File: src/rtl/mipi_csi_pkg.sv
// Shared CSI constants: packet type codes, RAW group sizes and the depacker FSM states.
// Also used by the packet decoder for its type constants.
package mipi_csi_pkg;

  localparam logic [2:0] PT_RAW10 = 3'b011;
  localparam logic [2:0] PT_RAW12 = 3'b100;

  localparam int unsigned GRP_RAW10 = 5;
  localparam int unsigned GRP_RAW12 = 6;

  typedef enum logic [1:0] {
    ST_IDLE,
    ST_ACTIVE,
    ST_SKIP,
    ST_DONE
  } depack_state_e;

  function automatic logic is_supported(input logic [2:0] pt);
    return (pt == PT_RAW10) || (pt == PT_RAW12);
  endfunction

  function automatic logic [3:0] group_bytes(input logic [2:0] pt);
    return (pt == PT_RAW12) ? 4'(GRP_RAW12) : 4'(GRP_RAW10);
  endfunction

endpackage

File: src/rtl/mipi_csi_raw_unpack_comb.sv
// Pure combinational RAW10/RAW12 mapping of the oldest 6 buffered bytes to 4 pixels.
// Any type other than RAW12 uses the RAW10 mapping; the parent only registers supported types.
module mipi_csi_raw_unpack_comb
  import mipi_csi_pkg::*;
#(
  parameter int PIXEL_W = 12
) (
  input  logic [47:0]          win_i,
  input  logic [2:0]           type_i,
  output logic [4*PIXEL_W-1:0] pix_o
);

  logic [7:0]  b [6];
  logic [11:0] p [4];

  always_comb begin
    for (int n = 0; n < 6; n++) begin
      b[n] = win_i[8*n +: 8];
    end
    if (type_i == PT_RAW12) begin
      p[0] = {b[0], b[2][3:0]};
      p[1] = {b[1], b[2][7:4]};
      p[2] = {b[3], b[5][3:0]};
      p[3] = {b[4], b[5][7:4]};
    end else begin
      // RAW10: byte 4 carries the two LSBs of each of the four pixels.
      for (int n = 0; n < 4; n++) begin
        p[n] = {2'b00, b[n], b[4][2*n +: 2]};
      end
    end
    pix_o = '0;
    for (int n = 0; n < 4; n++) begin
      pix_o[PIXEL_W*n +: PIXEL_W] = PIXEL_W'(p[n]);
    end
  end

endmodule

File: src/rtl/mipi_csi_raw_depacker.sv
// Unpacks RAW10/RAW12 CSI payload words into 4-pixel beats and counts groups per line.
// Holds up to 8 bytes; at most one group is extracted per accepted word.
module mipi_csi_raw_depacker
  import mipi_csi_pkg::*;
#(
  parameter int LANES   = 4,
  parameter int PIXEL_W = 12,
  parameter int CNT_W   = 16
) (
  input  logic                 clk_i,
  input  logic                 reset_n_i,
  input  logic                 data_valid_i,
  input  logic [8*LANES-1:0]   data_i,
  input  logic [2:0]           packet_type_i,
  output logic                 pixel_valid_o,
  output logic [4*PIXEL_W-1:0] pixel_data_o,
  output logic [CNT_W-1:0]     pixel_count_o,
  output logic                 line_done_o
);

  localparam int BUF_W = 64;
  localparam int CMB_W = BUF_W + 8*LANES;

  depack_state_e        state_q, state_d;
  logic [BUF_W-1:0]     buf_q, buf_d;
  logic [3:0]           level_q, level_d;
  logic [2:0]           type_q, type_d;
  logic                 vld_q, vld_d;
  logic [4*PIXEL_W-1:0] pix_q, pix_d;
  logic [CNT_W-1:0]     cnt_q, cnt_d;

  logic [2:0]           type_eff;
  logic [3:0]           grp;
  logic [CMB_W-1:0]     comb;
  logic [3:0]           comb_lvl;
  logic                 take;
  logic [BUF_W-1:0]     rem;
  logic [4*PIXEL_W-1:0] pix_unp;
  logic                 process;

  // In IDLE the first word is unpacked with the incoming type before it is latched.
  assign type_eff = (state_q == ST_IDLE) ? packet_type_i : type_q;
  assign grp      = group_bytes(type_eff);
  assign comb     = {{(CMB_W-BUF_W){1'b0}}, buf_q}
                  | ({{BUF_W{1'b0}}, data_i} << {level_q, 3'b000});
  assign comb_lvl = level_q + 4'(LANES);
  assign take     = (comb_lvl >= grp);
  assign rem      = BUF_W'(comb >> {grp, 3'b000});

  mipi_csi_raw_unpack_comb #(
    .PIXEL_W (PIXEL_W)
  ) u_unpack (
    .win_i  (comb[47:0]),
    .type_i (type_eff),
    .pix_o  (pix_unp)
  );

  always_comb begin
    state_d = state_q;
    buf_d   = buf_q;
    level_d = level_q;
    type_d  = type_q;
    vld_d   = 1'b0;
    pix_d   = pix_q;
    cnt_d   = cnt_q;
    process = 1'b0;

    unique case (state_q)
      ST_IDLE: begin
        if (data_valid_i) begin
          if (is_supported(packet_type_i)) begin
            state_d = ST_ACTIVE;
            type_d  = packet_type_i;
            cnt_d   = '0;
            process = 1'b1;
          end else begin
            state_d = ST_SKIP;
          end
        end
      end
      ST_ACTIVE: begin
        // A type change while valid ends the line; that word is dropped.
        if (!data_valid_i || (packet_type_i != type_q)) begin
          state_d = ST_DONE;
          buf_d   = '0;
          level_d = '0;
        end else begin
          process = 1'b1;
        end
      end
      ST_SKIP: begin
        if (!data_valid_i) state_d = ST_IDLE;
      end
      ST_DONE: begin
        state_d = ST_IDLE;
        buf_d   = '0;
        level_d = '0;
      end
      default: state_d = ST_IDLE;
    endcase

    if (process) begin
      if (take) begin
        vld_d   = 1'b1;
        pix_d   = pix_unp;
        buf_d   = rem;
        level_d = comb_lvl - grp;
        if (!(&cnt_d)) cnt_d = cnt_d + 1'b1;
      end else begin
        buf_d   = comb[BUF_W-1:0];
        level_d = comb_lvl;
      end
    end
  end

  always_ff @(posedge clk_i or negedge reset_n_i) begin
    if (!reset_n_i) begin
      state_q <= ST_IDLE;
      buf_q   <= '0;
      level_q <= '0;
      type_q  <= '0;
      vld_q   <= 1'b0;
      pix_q   <= '0;
      cnt_q   <= '0;
    end else begin
      state_q <= state_d;
      buf_q   <= buf_d;
      level_q <= level_d;
      type_q  <= type_d;
      vld_q   <= vld_d;
      pix_q   <= pix_d;
      cnt_q   <= cnt_d;
    end
  end

  assign pixel_valid_o = vld_q;
  assign pixel_data_o  = pix_q;
  assign pixel_count_o = cnt_q;
  assign line_done_o   = (state_q == ST_DONE);

endmodule
File: config.mk
export PLATFORM = sky130hd
export DESIGN_NAME = mipi_csi_raw_depacker
export DESIGN_NICKNAME = d
export VERILOG_FILES = /design/src/rtl/mipi_csi_pkg.sv /design/src/rtl/mipi_csi_raw_unpack_comb.sv /design/src/rtl/mipi_csi_raw_depacker.sv
export SDC_FILE = /design/constraint.sdc
export NUM_CORES = 1
export LEC_CHECK = 0
export ABC_AREA = 1
export ABC_CLOCK_PERIOD_IN_PS = 8300
export CELL_PAD_IN_SITES_DETAIL_PLACEMENT = 1
export CELL_PAD_IN_SITES_GLOBAL_PLACEMENT = 1
export CORE_MARGIN = 2
export CORE_UTILIZATION = 35
export CTS_CLUSTER_SIZE = 40
export DETAILED_ROUTE_END_ITERATION = 10
export DONT_BUFFER_PORTS = 1
export PLACE_DENSITY_LB_ADDON = 0.1
export SLEW_MARGIN = 20
export SYNTH_ARGS = -nofsm -noshare
export SYNTH_HDL_FRONTEND = slang
export SYNTH_SLANG_ARGS = --single-unit
File: constraint.sdc
create_clock -name clk_i -period 8.3 [get_ports clk_i]
set_input_delay 1.66 -clock clk_i [delete_from_list [all_inputs] [get_ports clk_i]]
set_output_delay 1.66 -clock clk_i [all_outputs]
set_load 0.02 [all_outputs]
==> results.json <==
{
  "finalCritPeriodShare_pct": 71.2,
  "clock_path_buffers": 2,
  "synth_area_leader_cell": "dfrtp_1",
  "drc": 0,
  "ys.flop_type": "dfrtp_1",
  "slowest_stage": "inv_1",
  "tightest_slew_ps": 1040,
  "die_x_um": 161,
  "vias": 8317,
  "layout-drive-gt1-share_pct": 7.76,
  "synth_top_cell_area_share_pct": 40.0,
  "h-tree-depth": 4,
  "grt.total_usage_pct": 26.6,
  "nFillCells": 3050,
  "worstPathRequired_ps": 8560,
  "p_leak_nw": 4.36,
  "cp-end-kind": "flip-flop",
  "synth_most_common_cell": "nand2_1",
  "p_sw_mw": 2.11,
  "ir_drop_v": 0.000162,
  "start_util_pct": 35.6,
  "busiest_layer": "met1",
  "rsz0062_at_grt": "no",
  "clk_pin_slew_worst_paths_ps": 60,
  "power.density_mw_per_mm2": 435,
  "synth.avg_cell_area_um2": 7.17,
  "area_delta_synth_final_pct": 9.10,
  "cp_num_buf_inv": 4,
  "synth_common_cells": "nand2_1 (287), dfrtp_1 (138), nor2_1 (120)",
  "critPathLaunchType": "input pin",
  "final_cells": 1497,
  "synth.yosys.seq_area_share_pct": 40.0,
  "hpwl_mm": 23.4,
  "cts_tree": "done",
  "fin_nets": 1203,
  "first_iter_violations": 633,
  "syn_inst": 1204,
  "cpLargestDelayFamily": "buffers and inverters",
  "slowest_delay_ps": 960,
  "status": "completed",
  "antenna_left": 0,
  "met1_usage_pct": 41.3,
  "p_int_mw": 1.99,
  "fin_util_pct": 38.8,
  "path_cells": "nor2_1 > nand4_1 > nand2_1 > inv_1 > ha_1 > inv_1 > fa_1 > a21o_1 > a31oi_4 > inv_2 > nand2_2 > nor2_4 > inv_2 > o221ai_1",
  "grt_antenna_before_repair": 1,
  "synth_area_leaders": "dfrtp_1 (40%), nand2_1 (12%), a21oi_1 (5.8%), nor2_1 (5.2%), o21ai_0 (4.9%)",
  "die_area_mm2": 0.0259,
  "vias_per_cell": 5.56,
  "dr.pass1.iters": 5,
  "maxCapViolCount": 0,
  "p_seq_share_pct": 30.5,
  "crit_type": "input pin to flip-flop",
  "combPwrFrac_pct": 48.6,
  "cts_root_buffer": "clkbuf_16",
  "cts_setup_buffers": 0,
  "synth_nets": 1247,
  "ys_ff_latch": 138,
  "place_congestion": 0.837,
  "cts_resized": 0,
  "switching_share_pct": 51.5,
  "finClkSkew_ps": 13.3,
  "portBuffers": 0,
  "finalWorstSetupSlack_ps": 2390,
  "use_met2_pct": 37.2,
  "synth_cell_types": 43,
  "wl_per_cell_um": 22.5,
  "synth_edf_count": 0,
  "diodes": 0,
  "fin_crit_ps": 5910,
  "async_flop_share_pct": 100,
  "coreArea_mm2": 0.0242,
  "dp_cells": 1465,
  "io-pin-count": 104,
  "slew_headroom_pct": 30.6,
  "clk_latency_ps": 440,
  "postCtsHoldBufs": 0,
  "grt_pass1_wl_mm": 52.6,
  "clock_sink_count": 138,
  "cts_inserted_buffers": 17,
  "ys_warn_count": 0,
  "grt_pass1_vias": 8368,
  "hold_violations": 0,
  "gr-total-overflow": 0,
  "grt_use_met3_pct": 5.70,
  "tns_ps": 0,
  "max_freq_ghz": 0.169,
  "rows": 57,
  "grt_max_degree": 139,
  "worst_ep_arrival_time_ps": 6170,
  "final_max_slew_viol_count": 0,
  "dp_slack_ps": 1970,
  "die_h_um": 161,
  "worst_hold_path_type": "flip-flop to flip-flop",
  "setup_viol": 0,
  "pwr-share-clk_pct": 20.9,
  "wirelength_mm": 33.7,
  "synth_area_mm2": 0.00863,
  "cp_max_fo": 40
}
final cells by class:
class                      count  area (µm²)  share of cell area [%]
timing repair buffer          17         128                    1.36
inverter                     114         428                    4.54
tap                          324         405                    4.30
sequential                   138        3450                    36.7
multi-input combinational    872        4360                    46.3
clock buffer                  18         439                    4.66
clock inverter                14         208                    2.21
layout by cell type (no fill, tap or decap), types with 3 or more instances in the layout:
cell type,synthesis,layout
nor3_1,10,10
nor2_1,120,119
o21ai_0,85,85
inv_1,99,99
and2_1,6,6
inv_2,11,12
o22ai_1,30,30
or2_2,11,11
nand2_2,4,4
nand3_1,69,69
a22oi_1,3,3
clkinv_1,4,3
inv_6,0,6
o221ai_1,23,23
clkbuf_16,0,17
xor2_1,5,5
ha_1,4,4
o211ai_1,25,25
nand3b_1,3,3
a31oi_1,10,10
nor2_2,4,5
dfrtp_1,138,138
xnor2_1,5,5
nand4_1,7,7
a21oi_1,100,100
a21o_1,3,3
bufinv_16,0,4
a31o_2,4,4
o21ai_1,15,15
clkinv_4,0,4
nand2_1,287,287
o21bai_1,26,26
buf_4,2,17
flip-flops by register name (all words and copies together) (netlist names):
| name | count |
|---|---|
| buf_q | 64 |
| pixel_data_o | 48 |
| pixel_count_o | 16 |
| level_q | 4 |
| type_q | 3 |
| state_q | 2 |
| pixel_valid_o | 1 |
final timing paths:
kind / start / slack [ps] / end / cells after the start
worst max-delay path: packet_type_i[0] / 2390 / pixel_data_o[2]$_DFFE_PN0P_ / 14
worst min-delay path: buf_q[25]$_DFFE_PN0P_ / 480 / buf_q[25]$_DFFE_PN0P_ / 2
worst max register to register: state_q[0]$_DFFE_PN0P_ / 3050 / pixel_data_o[2]$_DFFE_PN0P_ / 15
worst min register to register: buf_q[25]$_DFFE_PN0P_ / 480 / buf_q[25]$_DFFE_PN0P_ / 2
max in group asynchronous: reset_n_i / 7110 / pixel_data_o[5]$_DFFE_PN0P_ / 0
min in group asynchronous: reset_n_i / 930 / pixel_data_o[30]$_DFFE_PN0P_ / 0
tightest hold or removal path, stage by stage (launching register included):
cell and delay (ps):
dfrtp_1 340, nand2_1 50, nand2_1 60
metrics by stage:
step	hold WS (ps)	total power [mW]	instance area [µm²]
after floorplan	450	2.53	8630
after global placement	463	3.20	8770
after detailed placement	475	3.23	8770
after CTS	489	4.10	9420
after global routing	515	4.38	9420
final	482	4.10	9420
layer usage:
layer | vias up | wire [µm]
li1 | 3942 | -
met1 | 4095 | 16800
met2 | 253 | 14100
met3 | 25 | 2280
met4 | 2 | 534
met5 | - | 13
kinds of logic (layout without fill, tap and decap cells):
kind of cell / after synthesis / in the layout / synth area share [%]
XOR/XNOR: 10 / 10 / 1.01
AND/OR/NAND/NOR: 528 / 528 / 25.8
adder cells (fa/ha/maj): 5 / 5 / 0.812
flip-flops: 138 / 138 / 40.0
buffers and inverters: 194 / 163 / 9.55
AO/OA/AOI/OAI: 327 / 327 / 22.6
multiplexers: 2 / 2 / 0.232
power by group through the flow:
stage,combinational (mW),clock (mW),sequential (mW)
2_1_floorplan,1.33,0,1.20
3_3_place_gp,1.94,0,1.26
3_5_place_dp,1.97,0,1.26
4_1_cts,1.97,0.871,1.26
5_1_grt,2.20,0.895,1.29
6_report,1.99,0.856,1.25
Power figures use the tool's default switching activity.
